## src/rtl/mem_stage_lsu_pkg.sv

```systemverilog
// Shared types and helpers for the M-stage load/store unit.
package riscv_mem_pkg;

    localparam int unsigned XLEN = 32;
    localparam int unsigned BE_W = XLEN / 8;

    // funct3 encodings of the RV32I load/store width field
    typedef enum logic [2:0] {
        MODE_B  = 3'b000,
        MODE_H  = 3'b001,
        MODE_W  = 3'b010,
        MODE_BU = 3'b100,
        MODE_HU = 3'b101
    } mem_mode_t;

    typedef enum logic {
        IDLE   = 1'b0,
        WAIT_R = 1'b1
    } lsu_state_t;

    // Byte enables of a store; low address bits below the access size are ignored
    function automatic logic [BE_W-1:0] be_for(input mem_mode_t mode, input logic [1:0] addr);
        logic [BE_W-1:0] be;
        case (mode)
            MODE_B, MODE_BU: be = 4'b0001 << addr;
            MODE_H, MODE_HU: be = 4'b0011 << {addr[1], 1'b0};
            default:         be = 4'b1111;
        endcase
        return be;
    endfunction

endpackage

```

## src/rtl/mem_stage_lsu_if.sv

```systemverilog
// Data-memory req/gnt/rvalid channel between the LSU (master) and memory (slave).
interface mem_stage_lsu_if;

    logic                              req;
    logic                              we;
    logic [riscv_mem_pkg::XLEN-1:0]    addr;
    logic [riscv_mem_pkg::BE_W-1:0]    be;
    logic [riscv_mem_pkg::XLEN-1:0]    wdata;
    logic                              gnt;
    logic                              rvalid;
    logic [riscv_mem_pkg::XLEN-1:0]    rdata;

    modport master (
        output req, we, addr, be, wdata,
        input  gnt, rvalid, rdata
    );

    modport slave (
        input  req, we, addr, be, wdata,
        output gnt, rvalid, rdata
    );

endinterface

```

## src/rtl/mem_stage_lsu_align.sv

```systemverilog
// Store lane replication and load byte/half extraction with sign/zero extension.
module lsu_align
    import riscv_mem_pkg::*;
(
    input  mem_mode_t       i_mode,
    input  logic [1:0]      i_addr_lo,
    input  logic [XLEN-1:0] i_store_data,
    input  logic [XLEN-1:0] i_load_word,
    output logic [XLEN-1:0] o_store_data,
    output logic [XLEN-1:0] o_load_data
);

    logic [7:0]  w_byte;
    logic [15:0] w_half;

    // Replicate the store operand across every lane; byte enables pick the live one
    always_comb begin
        o_store_data = i_store_data;
        case (i_mode)
            MODE_B, MODE_BU: o_store_data = {4{i_store_data[7:0]}};
            MODE_H, MODE_HU: o_store_data = {2{i_store_data[15:0]}};
            default:         o_store_data = i_store_data;
        endcase
    end

    // Pick the addressed byte/half from the returned word and extend it
    always_comb begin
        w_byte = i_load_word[7:0];
        case (i_addr_lo)
            2'd0:    w_byte = i_load_word[7:0];
            2'd1:    w_byte = i_load_word[15:8];
            2'd2:    w_byte = i_load_word[23:16];
            default: w_byte = i_load_word[31:24];
        endcase
        w_half = i_addr_lo[1] ? i_load_word[31:16] : i_load_word[15:0];

        o_load_data = i_load_word;
        case (i_mode)
            MODE_B:  o_load_data = {{24{w_byte[7]}}, w_byte};
            MODE_BU: o_load_data = {24'd0, w_byte};
            MODE_H:  o_load_data = {{16{w_half[15]}}, w_half};
            MODE_HU: o_load_data = {16'd0, w_half};
            default: o_load_data = i_load_word;
        endcase
    end

endmodule

```

## src/rtl/mem_stage_lsu.sv

```systemverilog
// RV32I memory stage: drives the data-memory channel, stalls on outstanding
// loads and owns the MEM/WB register.
// Build option: MISALIGN_TRAP_EN - misaligned H/W accesses are suppressed,
// turned into a W bubble and flagged on misalign_o; otherwise the low address
// bits are ignored and the aligned location is accessed.
module mem_stage_lsu
    import riscv_mem_pkg::*;
#(
    parameter int unsigned DATA_WIDTH = 32,
    parameter int unsigned WIDTH      = 5
) (
    input  logic                  clk,
    input  logic                  rst,
    input  logic                  RegWriteM,
    input  logic [1:0]            ResultSrcM,
    input  logic                  MemWriteM,
    input  logic                  MemReadM,
    input  logic [2:0]            modeAddrM,
    input  logic [DATA_WIDTH-1:0] ALUResultM,
    input  logic [DATA_WIDTH-1:0] WriteDataM,
    input  logic [WIDTH-1:0]      RdM,
    input  logic [DATA_WIDTH-1:0] PCPlus4M,
    output logic                  StallM,
    mem_stage_lsu_if.master       dmem,
`ifdef MISALIGN_TRAP_EN
    output logic                  misalign_o,
`endif
    output logic                  RegWriteW,
    output logic [1:0]            ResultSrcW,
    output logic [WIDTH-1:0]      RdW,
    output logic [DATA_WIDTH-1:0] ALUResultW,
    output logic [DATA_WIDTH-1:0] ReadDataW,
    output logic [DATA_WIDTH-1:0] PCPlus4W
);

    lsu_state_t      r_state;
    lsu_state_t      w_state_next;
    mem_mode_t       w_mode;
    logic            w_is_store;
    logic            w_mem_op;
    logic            w_misalign;
    logic            w_req;
    logic            w_load_done;
    logic [XLEN-1:0] w_store_data;
    logic [XLEN-1:0] w_load_data;

    assign w_mode     = mem_mode_t'(modeAddrM);
    assign w_is_store = MemWriteM;
    assign w_mem_op   = MemReadM | MemWriteM;

`ifdef MISALIGN_TRAP_EN
    // Only a new access in IDLE can be misaligned; a granted load is already committed
    always_comb begin
        w_misalign = 1'b0;
        if (w_mem_op && r_state == IDLE) begin
            case (w_mode)
                MODE_H, MODE_HU: w_misalign = ALUResultM[0];
                MODE_W:          w_misalign = |ALUResultM[1:0];
                default:         w_misalign = 1'b0;
            endcase
        end
    end
    assign misalign_o = w_misalign;
`else
    assign w_misalign = 1'b0;
`endif

    lsu_align u_align (
        .i_mode       (w_mode),
        .i_addr_lo    (ALUResultM[1:0]),
        .i_store_data (WriteDataM),
        .i_load_word  (dmem.rdata),
        .o_store_data (w_store_data),
        .o_load_data  (w_load_data)
    );

    // Request/stall control; a store completes on gnt, a load waits for rvalid
    always_comb begin
        w_state_next = r_state;
        StallM       = 1'b0;
        w_req        = 1'b0;
        w_load_done  = 1'b0;
        case (r_state)
            IDLE: begin
                if (w_mem_op && !w_misalign) begin
                    w_req = 1'b1;
                    if (w_is_store) begin
                        StallM = ~dmem.gnt;
                    end else begin
                        StallM = 1'b1;
                        if (dmem.gnt) w_state_next = WAIT_R;
                    end
                end
            end
            WAIT_R: begin
                StallM = ~dmem.rvalid;
                if (dmem.rvalid) begin
                    w_load_done  = 1'b1;
                    w_state_next = IDLE;
                end
            end
            default: w_state_next = IDLE;
        endcase
    end

    assign dmem.req   = w_req;
    assign dmem.we    = w_is_store;
    assign dmem.addr  = {ALUResultM[DATA_WIDTH-1:2], 2'b00};
    assign dmem.be    = w_is_store ? be_for(w_mode, ALUResultM[1:0]) : 4'b1111;
    assign dmem.wdata = w_store_data;

    // FSM state register; reset abandons any outstanding load
    always_ff @(posedge clk or posedge rst) begin
        if (rst) r_state <= IDLE;
        else     r_state <= w_state_next;
    end

    // MEM/WB register: zero bubble while stalled or trapped, else copy M
    always_ff @(posedge clk or posedge rst) begin
        if (rst) begin
            RegWriteW  <= 1'b0;
            ResultSrcW <= 2'd0;
            RdW        <= '0;
            ALUResultW <= '0;
            ReadDataW  <= '0;
            PCPlus4W   <= '0;
        end else if (StallM || w_misalign) begin
            RegWriteW  <= 1'b0;
            ResultSrcW <= 2'd0;
            RdW        <= '0;
            ALUResultW <= '0;
            ReadDataW  <= '0;
            PCPlus4W   <= '0;
        end else begin
            RegWriteW  <= RegWriteM;
            ResultSrcW <= ResultSrcM;
            RdW        <= RdM;
            ALUResultW <= ALUResultM;
            ReadDataW  <= w_load_done ? w_load_data : '0;
            PCPlus4W   <= PCPlus4M;
        end
    end

endmodule
```

## src/flat_wrapper.sv

```systemverilog
// flat-port wrapper written by rule: the top's interface ports become plain ports
module mem_stage_lsu_flat import riscv_mem_pkg::*;
#(
    parameter int unsigned DATA_WIDTH = 32,
    parameter int unsigned WIDTH      = 5
)
  (clk, rst, RegWriteM, ResultSrcM, MemWriteM, MemReadM, modeAddrM, ALUResultM, WriteDataM, RdM, PCPlus4M, StallM, RegWriteW, ResultSrcW, RdW, ALUResultW, ReadDataW, PCPlus4W, dmem_req, dmem_we, dmem_addr, dmem_be, dmem_wdata, dmem_gnt, dmem_rvalid, dmem_rdata);
  mem_stage_lsu_if dmem_i ();
  input  logic clk;
  input  logic rst;
  input  logic RegWriteM;
  input  logic [1:0] ResultSrcM;
  input  logic MemWriteM;
  input  logic MemReadM;
  input  logic [2:0] modeAddrM;
  input  logic [DATA_WIDTH-1:0] ALUResultM;
  input  logic [DATA_WIDTH-1:0] WriteDataM;
  input  logic [WIDTH-1:0] RdM;
  input  logic [DATA_WIDTH-1:0] PCPlus4M;
  output logic StallM;
  output logic RegWriteW;
  output logic [1:0] ResultSrcW;
  output logic [WIDTH-1:0] RdW;
  output logic [DATA_WIDTH-1:0] ALUResultW;
  output logic [DATA_WIDTH-1:0] ReadDataW;
  output logic [DATA_WIDTH-1:0] PCPlus4W;
  output wire logic [$bits(dmem_i.req)-1:0] dmem_req;
  output wire logic [$bits(dmem_i.we)-1:0] dmem_we;
  output wire logic [$bits(dmem_i.addr)-1:0] dmem_addr;
  output wire logic [$bits(dmem_i.be)-1:0] dmem_be;
  output wire logic [$bits(dmem_i.wdata)-1:0] dmem_wdata;
  input wire logic [$bits(dmem_i.gnt)-1:0] dmem_gnt;
  input wire logic [$bits(dmem_i.rvalid)-1:0] dmem_rvalid;
  input wire logic [$bits(dmem_i.rdata)-1:0] dmem_rdata;
  assign dmem_req = dmem_i.req;
  assign dmem_we = dmem_i.we;
  assign dmem_addr = dmem_i.addr;
  assign dmem_be = dmem_i.be;
  assign dmem_wdata = dmem_i.wdata;
  assign dmem_i.gnt = dmem_gnt;
  assign dmem_i.rvalid = dmem_rvalid;
  assign dmem_i.rdata = dmem_rdata;
  mem_stage_lsu #(.DATA_WIDTH(DATA_WIDTH), .WIDTH(WIDTH)) u_core (.clk(clk), .rst(rst), .RegWriteM(RegWriteM), .ResultSrcM(ResultSrcM), .MemWriteM(MemWriteM), .MemReadM(MemReadM), .modeAddrM(modeAddrM), .ALUResultM(ALUResultM), .WriteDataM(WriteDataM), .RdM(RdM), .PCPlus4M(PCPlus4M), .StallM(StallM), .dmem(dmem_i), .RegWriteW(RegWriteW), .ResultSrcW(ResultSrcW), .RdW(RdW), .ALUResultW(ALUResultW), .ReadDataW(ReadDataW), .PCPlus4W(PCPlus4W));
endmodule
```

## config.mk

```make
export PLATFORM = sky130hd
export DESIGN_NAME = mem_stage_lsu_flat
export DESIGN_NICKNAME = d
export VERILOG_FILES = /design/src/rtl/mem_stage_lsu_pkg.sv /design/src/rtl/mem_stage_lsu_if.sv /design/src/rtl/mem_stage_lsu_align.sv /design/src/rtl/mem_stage_lsu.sv /design/src/flat_wrapper.sv
export SDC_FILE = /design/constraint.sdc
export NUM_CORES = 1
export LEC_CHECK = 0
export ABC_AREA = 1
export CORE_AREA = 2 2 122 124
export CTS_BUF_LIST = sky130_fd_sc_hd__clkbuf_4
export CTS_CLUSTER_DIAMETER = 40
export CTS_CLUSTER_SIZE = 24
export DETAILED_ROUTE_END_ITERATION = 7
export DIE_AREA = 0 0 124 126
export PLACE_DENSITY = 0.81
export SYNTH_ARGS = -nofsm -noshare
export SYNTH_HDL_FRONTEND = slang
export SYNTH_SLANG_ARGS = --single-unit
```

## constraint.sdc

```tcl
create_clock -name clk -period 6.47 [get_ports clk]
set_input_delay 1.941 -clock clk [delete_from_list [all_inputs] [get_ports clk]]
set_output_delay 1.941 -clock clk [all_outputs]
set_load 0.01 [all_outputs]
```

### Word-level counts from Yosys, hierarchy flattened

Cells that the tools add are included.

* shifts and indexed selects: 2
* equality and inequality tests: 5
* reduce and logical (&&, ||, !) cells: 4
* multiplexer cells: 25
* bitwise operators: 4

Operators by type and width (number)
* $mux 32: 4
* $pmux 32 s4: 1
* $pmux 32 s2: 1
* $pmux 8 s3: 1
* $mux 16: 1
* $mux 1: 11
* $pmux 4 s2: 1
* $eq 3x3->1 const B: 2
* $mux 5: 1
* $mux 4: 1
* $pmux 1 s2: 2
* $reduce_or 2->1: 2
* $shl 1x2->4 const A: 1
* $shl 2x2->4 const A: 1
* $eq 3x1->1 const B: 1
* $logic_not 3->1: 1
* $not 1->1: 3
* $eq 2x1->1 const B: 1
* $eq 2x2->1 const B: 1
* $logic_not 2->1: 1
* $mux 2: 1
* $or 1x1->1: 1

* register bits: 105
* logic and storage cells: 47

### Longest topological paths before layout

* word-level depth: 5
* depth in mapped cells: 9

### Hierarchy

From an unflattened synthesis, not the netlist that was laid out.

* cell total of the unflattened synthesis: 650
* area total of the unflattened synthesis: 5163.7 µm²

By module, submodules not included
* mem_stage_lsu: area each 3882.5 µm², cells an instance 377, instances 1
* lsu_align: area each 1281.2 µm², cells an instance 273, instances 1

### Worst setup path before layout

Ideal clock, no wire load.

* kind: input -> output
* start: input modeAddrM[1]
* end: output dmem_wdata[10]
* required time: 4.529 ns
* data arrival time: 2.716 ns
* cell stages on the path: 6
* path slack: 1.813 ns
* path through: buf_6 inv_6 nand2_4 inv_1 buf_2 o21ai_0

* cells in the longest elaborated chain, start to end: 3
* elaborated cells on any way between the ends: 7

RTL lines
* start, declared: RTL line flat_wrapper.sv:15 `input logic [2:0] modeAddrM;`
* $eq 3x1->1, or another cell as far along: RTL line mem_stage_lsu_align.sv:19 `case (i_mode)`
* $reduce_or 2->1: RTL line mem_stage_lsu_align.sv:19
* $pmux 32 s2 (*): RTL line mem_stage_lsu_align.sv:19
* end, declared: RTL line flat_wrapper.sv:31 `output wire logic [$bits(dmem_i.wdata)-1:0] dmem_wdata;`

Every way passes the cells marked *; elsewhere a longest branch is shown, timed or not.

### Worst setup path after layout

* start: input modeAddrM[1]
* end: output dmem_wdata[8]

Same word-level chain as after synthesis.

==> impl_metrics.json <==
{
  "maxCapViolations": 0,
  "gp_congestion": 0.878,
  "die_w_um": 124,
  "place_inst": 984,
  "p_seq_share_pct": 49.5,
  "antenna_found_initial": 1,
  "synth_area_um2": 4620,
  "vias": 4368,
  "post-route-period-util_pct": 91.4,
  "synth_ff_type": "dfrtp_1",
  "slew_headroom_pct": 44.8,
  "grt_pass1_wl_mm": 23.7,
  "yosysSeqAreaShare_pct": 56.8,
  "tritoncts": "done",
  "p_int_mw": 1.03,
  "hold_class": "flop to flop",
  "r2r_cells": 5,
  "ios": 320,
  "p_leak_nw": 3.78,
  "sw_frac_of_total_pct": 29.4,
  "cp-end-kind": "output port",
  "dpl.hpwl_mm": 12.5,
  "place_area_um2": 7670,
  "clock.fmax_ghz": 0.169,
  "finalWorstSetupSlack_ps": 558,
  "wire_per_inst_um": 15.9,
  "fin_util_pct": 54.3,
  "worst_pin_slew_ps": 828,
  "r2r-start": "u_core.r_state",
  "cts_max_level": 3,
  "ant_nets": 0,
  "cts.path.max_buffers": 2,
  "rows": 44,
  "postCtsSetupBuffers": 0,
  "fp.coreArea_um2": 14300,
  "portBuffers": 317,
  "criticalPathCategory": "input port to output port",
  "clock_skew_ps": 25.1,
  "synth_area_leaders": "dfrtp_1 (57%), nor2_1 (8.4%), inv_1 (8.0%)",
  "path_cells": "clkdlybuf4s50_1, inv_6, nand2_4, inv_1, nand2_1, o21ai_0, clkdlybuf4s50_1",
  "synth-seq-cells": 105,
  "cp_data_required_time_ps": 4530,
  "hold_buffers": 0,
  "rrSetupSlack_ps": 4830,
  "status": "completed",
  "setup_viol": 0,
  "fillCellCount": 1318,
  "hold_path_startpoint": "u_core.r_state",
  "netlist_instances": 535,
  "min_delay_path_depth": 2,
  "cp_slowest_cell": "clkdlybuf4s50_1",
  "power.switching_mw": 0.428,
  "final.min_clock_period_ps": 5910,
  "syn-mean-instance-area_um2": 8.64,
  "yosysUniqueCellTypes": 21,
  "cellPowerDensity_nw_per_um2": 187,
  "initial_core_util_pct": 32.3,
  "final_area_um2": 7780,
  "root_buffer": "clkbuf_4",
  "drv_slew": 0,
  "vias_per_cell": 4.37,
  "cts.sinks": 105,
  "floorplan.die_area_um2": 15600,
  "synth_top_area_share_pct": 56.8,
  "die_h_um": 126,
  "critical-path-max-stage-delay_ps": 560,
  "grt_pass1_vias": 4378,
  "clk-insertion-delay-late_ps": 460,
  "pwr-share-clk_pct": 20.5,
  "dp_slack_ps": 572,
  "layoutNonFillerInstCount": 1000,
  "drt_iter0_drc": 230,
  "async_flop_share_pct": 100,
  "timing.rr.end": "u_core.ALUResultW[20]",
  "p_comb_share_pct": 30.0,
  "yosys_warnings": 0,
  "grt_max_degree": 73,
  "synth_common_cells": "dfrtp_1 (105), nor2_1 (103), inv_1 (99), nand2_1 (81), buf_4 (42)",
  "critical_path.top_delay_family": "buffers and inverters",
  "finalHoldViolations": 0,
  "cp.arrival_ps": 3970,
  "synth_largest_area_cell": "dfrtp_1",
  "whs_endpoint": "u_core.r_state",
  "numCtsBuffers": 9,
  "crit_buf_inv": 4,
  "critical_path.max_fanout": 37,
  "cp-startpoint": "modeAddrM[1]",
  "drc_errors": 0,
  "setup_tns_ps": 0,
  "first_pass_iters": 5,
  "grt_use_total_pct": 20.2,
  "area.growth.synth_to_final_pct": 68.2,
  "crit_path_frequent_cell": "clkdlybuf4s50_1",
  "nets": 956,
  "drive_gt1_share_pct": 4.91,
  "yosysMostFrequentCell": "dfrtp_1",
  "wirelength_mm": 15.9,
  "vdd_drop_max_v": 0.0000738,
  "rsz0062_at_grt": "false",
  "synth_edf_count": 0,
  "grt_overflow": 0,
  "cts_resized": 0,
  "critical_path.startpoint_type": "input port",
  "clk_pin_slew_ps": 140
}
layout by cell type (no fill, tap or decap):
cell / instances
a21oi_1: 18
buf_4: 5
clkbuf_4: 10
clkdlybuf4s50_1: 317
clkinv_1: 2
clkinv_4: 1
clkinvlp_4: 1
conb_1: 2
dfrtp_1: 105
diode_2: 1
inv_1: 98
inv_2: 2
inv_4: 1
inv_6: 2
nand2_1: 81
nand2_2: 3
nand2_4: 2
nand3_1: 11
nand3_4: 1
nor2_1: 103
nor2_2: 10
nor2_4: 2
o211ai_1: 10
o21ai_0: 22
o22ai_1: 6
through the flow:
stage                     hold WS, ps  power (mW)
final                             599        1.46
after global routing              641        1.54
after CTS                         598        1.48
after detailed placement          560        1.18
after global placement            530        1.17
after floorplan                   506       0.903
layer usage:
layer | track usage (%) | wire [um]
met5 | 0 | 0
met4 | 8.79 | 398
met3 | 6.20 | 1670
met2 | 35.8 | 8090
met1 | 21.8 | 5720
layout make-up:
class,instances,area (um2),share of cell area [%]
timing repair buffer,322,3210,41.3
sequential,105,2630,33.8
multi-input combinational,271,1210,15.6
inverter,102,390,5.02
tap,184,230,2.96
clock buffer,10,75.1,0.965
clock inverter,5,32.5,0.418
antenna,1,2.50,0.0322
sequential cells by signal (all words and copies together), names as in the netlist:
| register | flops |
|---|---|
| u_core.ALUResultW | 32 |
| u_core.r_state | 1 |
| u_core.ResultSrcW | 2 |
| u_core.PCPlus4W | 32 |
| u_core.RdW | 5 |
| u_core.ReadDataW | 32 |
| u_core.RegWriteW | 1 |
power groups by stage:
stage               combinational [mW]  clock, mW  sequential [mW]
floorplan                        0.141          0            0.762
global placement                 0.438          0            0.731
detailed placement               0.441          0            0.734
CTS                              0.444      0.317            0.721
global route                     0.475      0.340            0.726
finish                           0.437      0.299            0.721
kinds of logic after synthesis:
family / count (synthesis) / share of synthesized area (%)
simple gates: 213 / 19.2
buf+inv: 160 / 17.1
flops: 105 / 56.8
compound gates: 56 / 6.76
other cells: 1 / 0.0811
how the worst max path moves through the flow:
stage / end / slack [ps] / depth (start not counted)
2_1_floorplan: u_core.ALUResultW[0] / 1770 / 1
3_3_place_gp: dmem_wdata[24] / 620 / 7
3_5_place_dp: dmem_wdata[28] / 570 / 7
4_1_cts: dmem_wdata[28] / 560 / 7
5_1_grt: dmem_wdata[8] / 410 / 7
6_report: dmem_wdata[8] / 560 / 7
tightest hold or removal path, delay by kind of cell, from the launching register on:
family	cells	cell delay, ps
DFF	1	400
and+or+nand+nor	2	180
(Power assumes the default switching activity.)
